--- config.mk ---
export PLATFORM = sky130hd
export DESIGN_NAME = alu_nibble_sequencer
export DESIGN_NICKNAME = d
export VERILOG_FILES = /design/src/rtl/alu_seq_pkg.sv /design/src/rtl/alu_slice4.sv /design/src/rtl/alu_nibble_sequencer.sv
export SDC_FILE = /design/constraint.sdc
export NUM_CORES = 1
export LEC_CHECK = 0
export ABC_AREA = 1
export ABC_CLOCK_PERIOD_IN_PS = 9700
export CAP_MARGIN = 20
export CORE_UTILIZATION = 55
export CTS_CLUSTER_SIZE = 30
export DETAILED_ROUTE_END_ITERATION = 8
export PLACE_DENSITY = 0.83
export SLEW_MARGIN = 40
export SYNTH_ARGS = -nofsm -noshare
export SYNTH_HDL_FRONTEND = slang
export SYNTH_HIERARCHICAL = 1
export SYNTH_SLANG_ARGS = --single-unit
--- constraint.sdc ---
create_clock -name clk -period 9.7 [get_ports clk]
set_clock_uncertainty 0.05 [all_clocks]
set_input_delay 1.94 -clock clk [delete_from_list [all_inputs] [get_ports clk]]
set_output_delay 1.94 -clock clk [all_outputs]
set_load 0.01 [all_outputs]
--- src/rtl/alu_seq_pkg.sv ---
// alu_seq_pkg: shared definitions for the nibble-serial ALU sequencer.
//   NIBBLE_W        width of one ALU slice (4 bits)
//   OP_ADD..OP_SHL  3-bit function codes understood by alu_slice4
//   state_t         FSM state type with ST_IDLE / ST_RUN / ST_DONE encodings
package alu_seq_pkg;

  localparam int NIBBLE_W = 4;

  localparam logic [2:0] OP_ADD   = 3'd0;
  localparam logic [2:0] OP_AND   = 3'd1;
  localparam logic [2:0] OP_OR    = 3'd2;
  localparam logic [2:0] OP_XOR   = 3'd3;
  localparam logic [2:0] OP_PASSA = 3'd4;
  localparam logic [2:0] OP_PASSB = 3'd5;
  localparam logic [2:0] OP_SHR   = 3'd6;
  localparam logic [2:0] OP_SHL   = 3'd7;

  typedef logic [1:0] state_t;
  localparam state_t ST_IDLE = 2'd0;
  localparam state_t ST_RUN  = 2'd1;
  localparam state_t ST_DONE = 2'd2;

endpackage

--- src/rtl/alu_slice4.sv ---
// alu_slice4: combinational 4-bit ALU slice.
//   da_i, db_i      nibble operands
//   f_i             function code (OP_* from alu_seq_pkg)
//   ci_left_i       bit shifted in at the MSB for SHR
//   ci_right_i      carry-in for ADD, bit shifted in at the LSB for SHL
//   com_i           invert the output nibble (1's complement)
//   d_o             output nibble (after optional complement)
//   co_left_o       carry-out of ADD, bit shifted out of the MSB for SHL
//   co_right_o      bit shifted out of the LSB for SHR
//   zero_o          d_o is all zeros
//   neg_zero_o      d_o is all ones
//   equ_o           da_i equals db_i
module alu_slice4
  import alu_seq_pkg::*;
(
  input  logic [NIBBLE_W-1:0] da_i,
  input  logic [NIBBLE_W-1:0] db_i,
  input  logic [2:0]          f_i,
  input  logic                ci_left_i,
  input  logic                ci_right_i,
  input  logic                com_i,
  output logic [NIBBLE_W-1:0] d_o,
  output logic                co_left_o,
  output logic                co_right_o,
  output logic                zero_o,
  output logic                neg_zero_o,
  output logic                equ_o
);

  logic [NIBBLE_W-1:0] raw;

  // NOTE: every output of a combinational block gets a default before the
  // case so that no path leaves it unassigned, which would infer a latch.
  always_comb begin
    raw        = '0;
    co_left_o  = 1'b0;
    co_right_o = 1'b0;
    case (f_i)
      OP_ADD:   {co_left_o, raw} = {1'b0, da_i} + {1'b0, db_i} + {{NIBBLE_W{1'b0}}, ci_right_i};
      OP_AND:   raw = da_i & db_i;
      OP_OR:    raw = da_i | db_i;
      OP_XOR:   raw = da_i ^ db_i;
      OP_PASSA: raw = da_i;
      OP_PASSB: raw = db_i;
      OP_SHR: begin
        raw        = {ci_left_i, da_i[NIBBLE_W-1:1]};
        co_right_o = da_i[0];
      end
      OP_SHL: begin
        raw       = {da_i[NIBBLE_W-2:0], ci_right_i};
        co_left_o = da_i[NIBBLE_W-1];
      end
      default: raw = '0;
    endcase
  end

  // Complement applies to the data only; carries keep their true sense.
  assign d_o        = com_i ? ~raw : raw;
  assign zero_o     = (d_o == '0);
  assign neg_zero_o = (d_o == '1);
  assign equ_o      = (da_i == db_i);

endmodule

--- src/rtl/alu_nibble_sequencer.sv ---
// alu_nibble_sequencer: runs a 4*NIBBLES-bit operation through one shared
// 4-bit ALU slice, one nibble per clock.
//   clk, rst_n      clock, synchronous active-low reset
//   start_i         request, sampled only when idle
//   op_i, com_i     function code and output-complement mode
//   cin_i           wide carry / shift-in
//   acc_sel_i       use result register as A operand (ALU_SEQ_ACCUM_EN builds)
//   a_i, b_i        wide operands
//   busy_o, done_o  operation in progress, one-cycle completion pulse
//   result_o        assembled result register
//   cout_o          wide carry / shift-out
//   zero_o, neg_zero_o, equ_o  result all-0, result all-1, A==B
// Build option: define ALU_SEQ_ACCUM_EN to honour acc_sel_i; otherwise the
// port is present but ignored.
module alu_nibble_sequencer
  import alu_seq_pkg::*;
#(
  parameter int NIBBLES = 4
) (
  input  logic                        clk,
  input  logic                        rst_n,
  input  logic                        start_i,
  input  logic [2:0]                  op_i,
  input  logic                        com_i,
  input  logic                        cin_i,
  input  logic                        acc_sel_i,
  input  logic [NIBBLE_W*NIBBLES-1:0] a_i,
  input  logic [NIBBLE_W*NIBBLES-1:0] b_i,
  output logic                        busy_o,
  output logic                        done_o,
  output logic [NIBBLE_W*NIBBLES-1:0] result_o,
  output logic                        cout_o,
  output logic                        zero_o,
  output logic                        neg_zero_o,
  output logic                        equ_o
);

  localparam int W     = NIBBLE_W * NIBBLES;
  localparam int CNT_W = $clog2(NIBBLES);
  localparam logic [CNT_W-1:0] LAST = CNT_W'(NIBBLES - 1);

  state_t           state_q, state_d;
  logic [CNT_W-1:0] cnt_q, cnt_d;
  logic [W-1:0]     a_q, a_d, b_q, b_d, result_q, result_d;
  logic [2:0]       op_q, op_d;
  logic             com_q, com_d, link_q, link_d;
  logic             zero_q, zero_d, negz_q, negz_d, equ_q, equ_d;

  // SHR walks MSB first so the shifted bit moves downward through `link`.
  logic [CNT_W-1:0]    nib_sel;
  logic [NIBBLE_W-1:0] s_d;
  logic                s_co_left, s_co_right, s_zero, s_negz, s_equ;

  assign nib_sel = (op_q == OP_SHR) ? (LAST - cnt_q) : cnt_q;

  alu_slice4 u_slice (
    .da_i       (a_q[nib_sel*NIBBLE_W +: NIBBLE_W]),
    .db_i       (b_q[nib_sel*NIBBLE_W +: NIBBLE_W]),
    .f_i        (op_q),
    .ci_left_i  (link_q),
    .ci_right_i (link_q),
    .com_i      (com_q),
    .d_o        (s_d),
    .co_left_o  (s_co_left),
    .co_right_o (s_co_right),
    .zero_o     (s_zero),
    .neg_zero_o (s_negz),
    .equ_o      (s_equ)
  );

`ifndef ALU_SEQ_ACCUM_EN
  logic acc_sel_unused;
  assign acc_sel_unused = acc_sel_i;
`endif

  always_comb begin
    state_d  = state_q;
    cnt_d    = cnt_q;
    a_d      = a_q;
    b_d      = b_q;
    op_d     = op_q;
    com_d    = com_q;
    link_d   = link_q;
    result_d = result_q;
    zero_d   = zero_q;
    negz_d   = negz_q;
    equ_d    = equ_q;
    case (state_q)
      ST_IDLE: begin
        if (start_i) begin
`ifdef ALU_SEQ_ACCUM_EN
          a_d = acc_sel_i ? result_q : a_i;
`else
          a_d = a_i;
`endif
          b_d      = b_i;
          op_d     = op_i;
          com_d    = com_i;
          link_d   = cin_i;
          cnt_d    = '0;
          result_d = '0;
          zero_d   = 1'b1;
          negz_d   = 1'b1;
          equ_d    = 1'b1;
          state_d  = ST_RUN;
        end
      end
      ST_RUN: begin
        result_d[nib_sel*NIBBLE_W +: NIBBLE_W] = s_d;
        case (op_q)
          OP_ADD, OP_SHL: link_d = s_co_left;
          OP_SHR:         link_d = s_co_right;
          default:        link_d = 1'b0;
        endcase
        zero_d = zero_q & s_zero;
        negz_d = negz_q & s_negz;
        equ_d  = equ_q & s_equ;
        if (cnt_q == LAST) state_d = ST_DONE;
        else               cnt_d   = cnt_q + 1'b1;
      end
      ST_DONE: state_d = ST_IDLE;
      default: state_d = ST_IDLE;
    endcase
  end

  // NOTE: state registers use non-blocking assignments so every flop samples
  // the pre-edge value of its neighbours regardless of evaluation order.
  always_ff @(posedge clk) begin
    if (!rst_n) begin
      state_q  <= ST_IDLE;
      cnt_q    <= '0;
      a_q      <= '0;
      b_q      <= '0;
      op_q     <= OP_ADD;
      com_q    <= 1'b0;
      link_q   <= 1'b0;
      result_q <= '0;
      zero_q   <= 1'b0;
      negz_q   <= 1'b0;
      equ_q    <= 1'b0;
    end else begin
      state_q  <= state_d;
      cnt_q    <= cnt_d;
      a_q      <= a_d;
      b_q      <= b_d;
      op_q     <= op_d;
      com_q    <= com_d;
      link_q   <= link_d;
      result_q <= result_d;
      zero_q   <= zero_d;
      negz_q   <= negz_d;
      equ_q    <= equ_d;
    end
  end

  assign busy_o     = (state_q != ST_IDLE);
  assign done_o     = (state_q == ST_DONE);
  assign result_o   = result_q;
  assign cout_o     = link_q;
  assign zero_o     = zero_q;
  assign neg_zero_o = negz_q;
  assign equ_o      = equ_q;

endmodule
==> results.ini <==
[logic_synthesis]
synthTopCellsByArea = dfxtp_1 (35%), nor2_1 (12%), nand2_1 (11%)
ys_ff_latch = 60
netlist_area_mm2 = 0.00341
synthCells = 510
synth_top_area_share_pct = 35.3
netlist-cell-type-count = 28
syn_nets = 562
avgSynthCellArea_um2 = 6.68
ys_seq_area_share_pct = 35.3
synth.largest_area_cell = dfxtp_1
yosys_warnings = 6

[clock_tree]
clk_pin_slew_ns = 0.07
cts_buffers = 9
cts-root-buf = clkbuf_8
ctsHoldBuffers = 0
clk_path_buf_depth = 2
cts_tree = yes
ctsHtreeMaxLevel = 3
cts_resized = 0
cts_sinks = 60
post-cts-setup-buffers = 0
clk_latency_ns = 0.34

[floorplanning]
core-area_mm2 = 0.00596
die_area_mm2 = 0.00651
die_x_um = 80.7
die_h_um = 80.7
floorplan.rows = 28
io_pins = 63
start_util_pct = 57.2

[sta]
worst_slew_pin_slew_ns = 0.844
relSlewSlack_pct = 43.6
slew_violations = 0
finalSetupViolCount = 0
period_minus_slack_ns = 4.16
hold_violations = 0
rsz0062_at_grt = false
max_freq_mhz = 240
period_share_pct = 42.9
setup_tns_ns = 0

[global_route]
grt_overflow = 0
grt_pass1_wl_um = 14200
grt_pass1_vias = 3129
grt_max_degree = 57
antenna_found_initial = 0
grt_usage_pct = 28.5

[worst_setup_path]
critPathBufInv = 3
path_delay_family = simple AND/OR/NAND/NOR gates
path_cells = inv_2 > nand4_1 > nand2_4 > nor2_2 > nand2_1 > nand4_1 > fa_1 > inv_1 > fa_1 > inv_1 > nor2_1 > o21ai_1 > nand3_1 > nand2_1 > nand3_1 > nor2_1 > nand3_2 > a21oi_2
critPathMaxStageDelay_ns = 0.87
r2r_slack_ns = 5.54
crit_type = reg2reg
worstSetupStartpointType = register
cp_slowest_cell = dfxtp_1
path_max_fanout = 22
crit_path_end_kind = register
required_ns = 9.92
critPathArrivalTime_ns = 4.38

[layout]
drive_above_1_share_pct = 8.29
fin_nets = 614
num_antenna_cells = 0
area_delta_synth_final_pct = 22.8
instances_no_fill = 642
final_util_pct = 70.3

[hold_path]
hold_path_class = reg2reg

[job]
cap_violations = 0

[placed_design]
place_inst = 626
portBuffers = 61
dp_hpwl_um = 6040
gp_congestion = 0.888

[routing]
dr_total_vias = 3552
postRouteAntennaNets = 0
wire_per_inst_um = 13.5
drt_iter0_markers = 242
dr.pass1.iters = 5
viasPerCell = 5.53
finalWirelength_um = 8690
drcViolationCount = 0

[pwr]
peakVddDrop_v = 0.000117
power_w = 0.000670
p_leak_nw = 1.76
power_density_mw_per_mm2 = 160

[run_status]
status = complete, no violations

==> power breakdown <==
group / switching [W] / internal (W) / leakage (nW)
Sequential: 0.0000145 / 0.000264 / 0.494
Combinational: 0.000111 / 0.0000645 / 1.17
Clock: 0.0000984 / 0.000117 / 0.0931
Total: 0.000224 / 0.000446 / 1.76
==> layout make-up <==
class | instances | area (um2)
clock buffers | 11 | 131
clock inverters | 5 | 52.6
fillers | 538 | 1770
inverters | 36 | 135
multi-input cells | 391 | 1940
flip-flops and latches | 60 | 1200
well taps | 75 | 93.8
repair buffers | 64 | 633
==> cell usage in the layout (no fill, tap or decap), types with 5 or more instances in the layout <==
cell type,instances
clkdlybuf4s50_1,61
nand3_1,39
nand2_2,8
nand3_2,5
nor2_1,106
o21ai_0,44
nand2_1,104
ha_1,9
clkbuf_8,9
inv_1,31
dfxtp_1,60
a21oi_1,17
nand4_1,36
==> worst min-delay path: stages (launching register included) <==
cell and delay (ns):
dfxtp_1 0.31, o21ai_0 0.06, a21oi_1 0.06
==> worst paths after layout <==
check	start	end	cells after the start
setup / recovery	op_q[0]$_SDFFE_PN0P_	result_o[14]$_SDFFE_PN0P_	18
hold / removal	neg_zero_o$_SDFFE_PN0P_	neg_zero_o$_SDFFE_PN0P_	2
setup reg to reg	op_q[0]$_SDFFE_PN0P_	result_o[14]$_SDFFE_PN0P_	18
hold reg to reg	neg_zero_o$_SDFFE_PN0P_	neg_zero_o$_SDFFE_PN0P_	2
==> through the flow <==
stage	setup slack, ns	hold slack [ns]	area [um2]
after floorplan	6.56	0.399	3410
after global placement	5.69	0.413	4000
after detailed placement	5.63	0.423	4000
after CTS	5.61	0.433	4190
after global routing	5.19	0.453	4190
final	5.54	0.428	4190
==> synth_stat cells, drive strengths merged <==
master,instances
o41ai,1
clkinv,1
nand3b,1
clkbuf,9
fa,2
a21oi,19
nand3,44
buf,14
nor4,1
dfxtp,60
nand2,116
ha,9
inv,35
nor2,113
nand4,36
or2,1
o21ai,47
a31oi,1
==> sequential cells by signal, indices dropped and copies added (netlist names), 2 cells and up <==
register,cells
a_q,16
b_q,16
result_o,16
op_q,3
cnt_q,2
state_q,2
==> per-layer routing <==
metal	share of wire, %	up-vias	global-route usage, %
met5	0	-	0
met4	1.3	0	12.0
met3	6.4	11	6.48
met2	46	126	46.7
met1	46	1627	35.9
li1	-	1788	-
==> logic make-up after synthesis <==
kind of cell | Yosys count | synth area share [%]
fa+ha+maj | 11 | 4.48
flops | 60 | 35.3
buf+inv | 59 | 7.86
compound gates | 68 | 10.4
simple gates | 312 | 42.0
No activity file was read; power rests on OpenSTA's default activity.
==> RTL change, RTL diff (same settings) <==
Set the parameter `NIBBLES` to 8 (it was 4). Comments in the files are not updated.
--- a/src/rtl/alu_nibble_sequencer.sv
+++ b/src/rtl/alu_nibble_sequencer.sv
@@ -15,7 +15,7 @@
 module alu_nibble_sequencer
   import alu_seq_pkg::*;
 #(
-  parameter int NIBBLES = 4
+  parameter int NIBBLES = 8
 ) (
   input  logic                        clk,
   input  logic                        rst_n,
Ports: changed (resized a_i, b_i and result_o); port bits go from 63 to 111. The function was not compared with the original's and may differ.
==> RTL change against the original RTL <==
- wire length is 66% higher
- combinational power is 58% higher
- cell area is 62% higher
- power is 55% higher
- worst setup slack worse by 0.89 ns
- critical path depth is 4 higher
- cell count is 59% higher
- sequential power is 78% higher
- area after synthesis is 63% higher
- sequential share of layout area is 3.6 points higher
- sequential cell count is 49 higher
- critical endpoint is now result_o[30]
- highest routed layer unchanged
==> RTL change: results (changes against the original RTL) <==
[pwr]
p_leak_nw = 2.690  ; +53%
ir_worst_vdd_mv = 0.09014  ; -23%
internal_power_mw = 0.6782  ; +52%
power_density_mw_per_mm2 = 153.9  ; -3.9%

[status]
status = finished clean

[synth]
ys_types = 31  ; +11%
yosys.area_share.adder_pct = 3.192  ; -1.3 points
synth_compound_area_share_pct = 17.96  ; +7.6 points
syn_avg_cell_area_sq_um = 6.820  ; +2.1%
synth_area_leaders = dfxtp_1, nor2_1, o21ai_0
ys_seq_area_share_pct = 39.21  ; +4.0 points
synth_nets = 902  ; +60%
yosys-top-cells-count = nor2_1, dfxtp_1, nand2_1
synthFlopType = dfxtp_1

[placed_design]
dp.cells = 1007  ; +61%
place_congestion = 0.9477  ; +6.7%
placed_area_sq_mm = 0.006573  ; +64%
pre_cts_slack_ns = 4.669  ; -0.9648 ns
io_buffer_count = 109  ; +79%

[clock_tree]
clock_latency_ns = 0.38  ; +0.04 ns
cts.reportedPaths.clkPinSlew_ns = 0.10  ; +0.03 ns

[global_route]
grt.total_usage_pct = 28.62  ; +0.10 points
grt_pass1_vias = 5078  ; +62%
grt_start_max_net_pins = 74  ; +30%
grt_pass1_wl_mm = 23.60  ; +66%

[detailed_routing]
dr_wl_met3_microns = 858  ; +53%
drt-wirelength-per-cell_microns = 14.10  ; +4.2%
wl_met1_mm = 6.649  ; +67%
vias = 5653  ; +59%
via_per_inst = 5.526  ; -0.12%
wl_met2_mm = 6.705  ; +66%
drt_iter0_drc = 315  ; +30%

[sta]
holdWs_ns = 0.4149  ; -0.01266 ns
relSlewSlack_pct = 48.07  ; +4.4 points

[critical_path]
cp_max_fo = 40  ; +82%
endpoint = result_o[30]
slowest_delay_ns = 0.82  ; -0.05 ns
r2r_cells = 22  ; +4
r2r_slack_ns = 4.65  ; -0.89 ns

[min_path]
hold_path_end = result_o[1]

[cells_and_area]
seq_cell_count = 109  ; +82%
multi_input_area_sq_mm = 0.002959  ; +53%
seqCellArea_sq_mm = 0.002183  ; +82%
final_nets = 971  ; +58%
drive_above_1_share_pct = 5.843  ; -2.4 points
fin_util_pct = 69.21  ; -1.1 points
clk_share_pct = 2.830  ; -1.6 points
buffers = 111  ; +73%
n_all_inverters = 43  ; +19%

==> RTL change: cell types whose count changed in the layout (fill, tap and decap cells not counted), sizes merged, moves of 11 or more <==
cell           before  now
nand3              44   56
o22ai               0   16
clkdlybuf4s50      61  108
a21oi              19   41
nand4              36   22
o21ai              47  113
dfxtp              60  109
nor2              113  212
inv                35   46
o211ai              0   16
==> RTL change: per-layer routing <==
metal	global-route usage [%]	vias to the layer above
met4	6.703	0
li1	-	2857
met5	0	-
met3	5.627	19
met2	46.92	163
met1	38.85	2614
==> RTL change: power groups by stage <==
stage          combinational, mW  clock [mW]  sequential (mW)
6_report                   0.278       0.267            0.497
5_1_grt                    0.315       0.290            0.501
4_1_cts                    0.275       0.272            0.496
3_5_place_dp               0.274           0            0.506
3_3_place_gp               0.268           0            0.505
2_1_floorplan              0.201           0            0.499
==> RTL change: worst min-delay path: stages (launching register included) <==
cell	delay, ns
dfxtp_1	0.32
nand2_1	0.06
a21oi_1	0.05
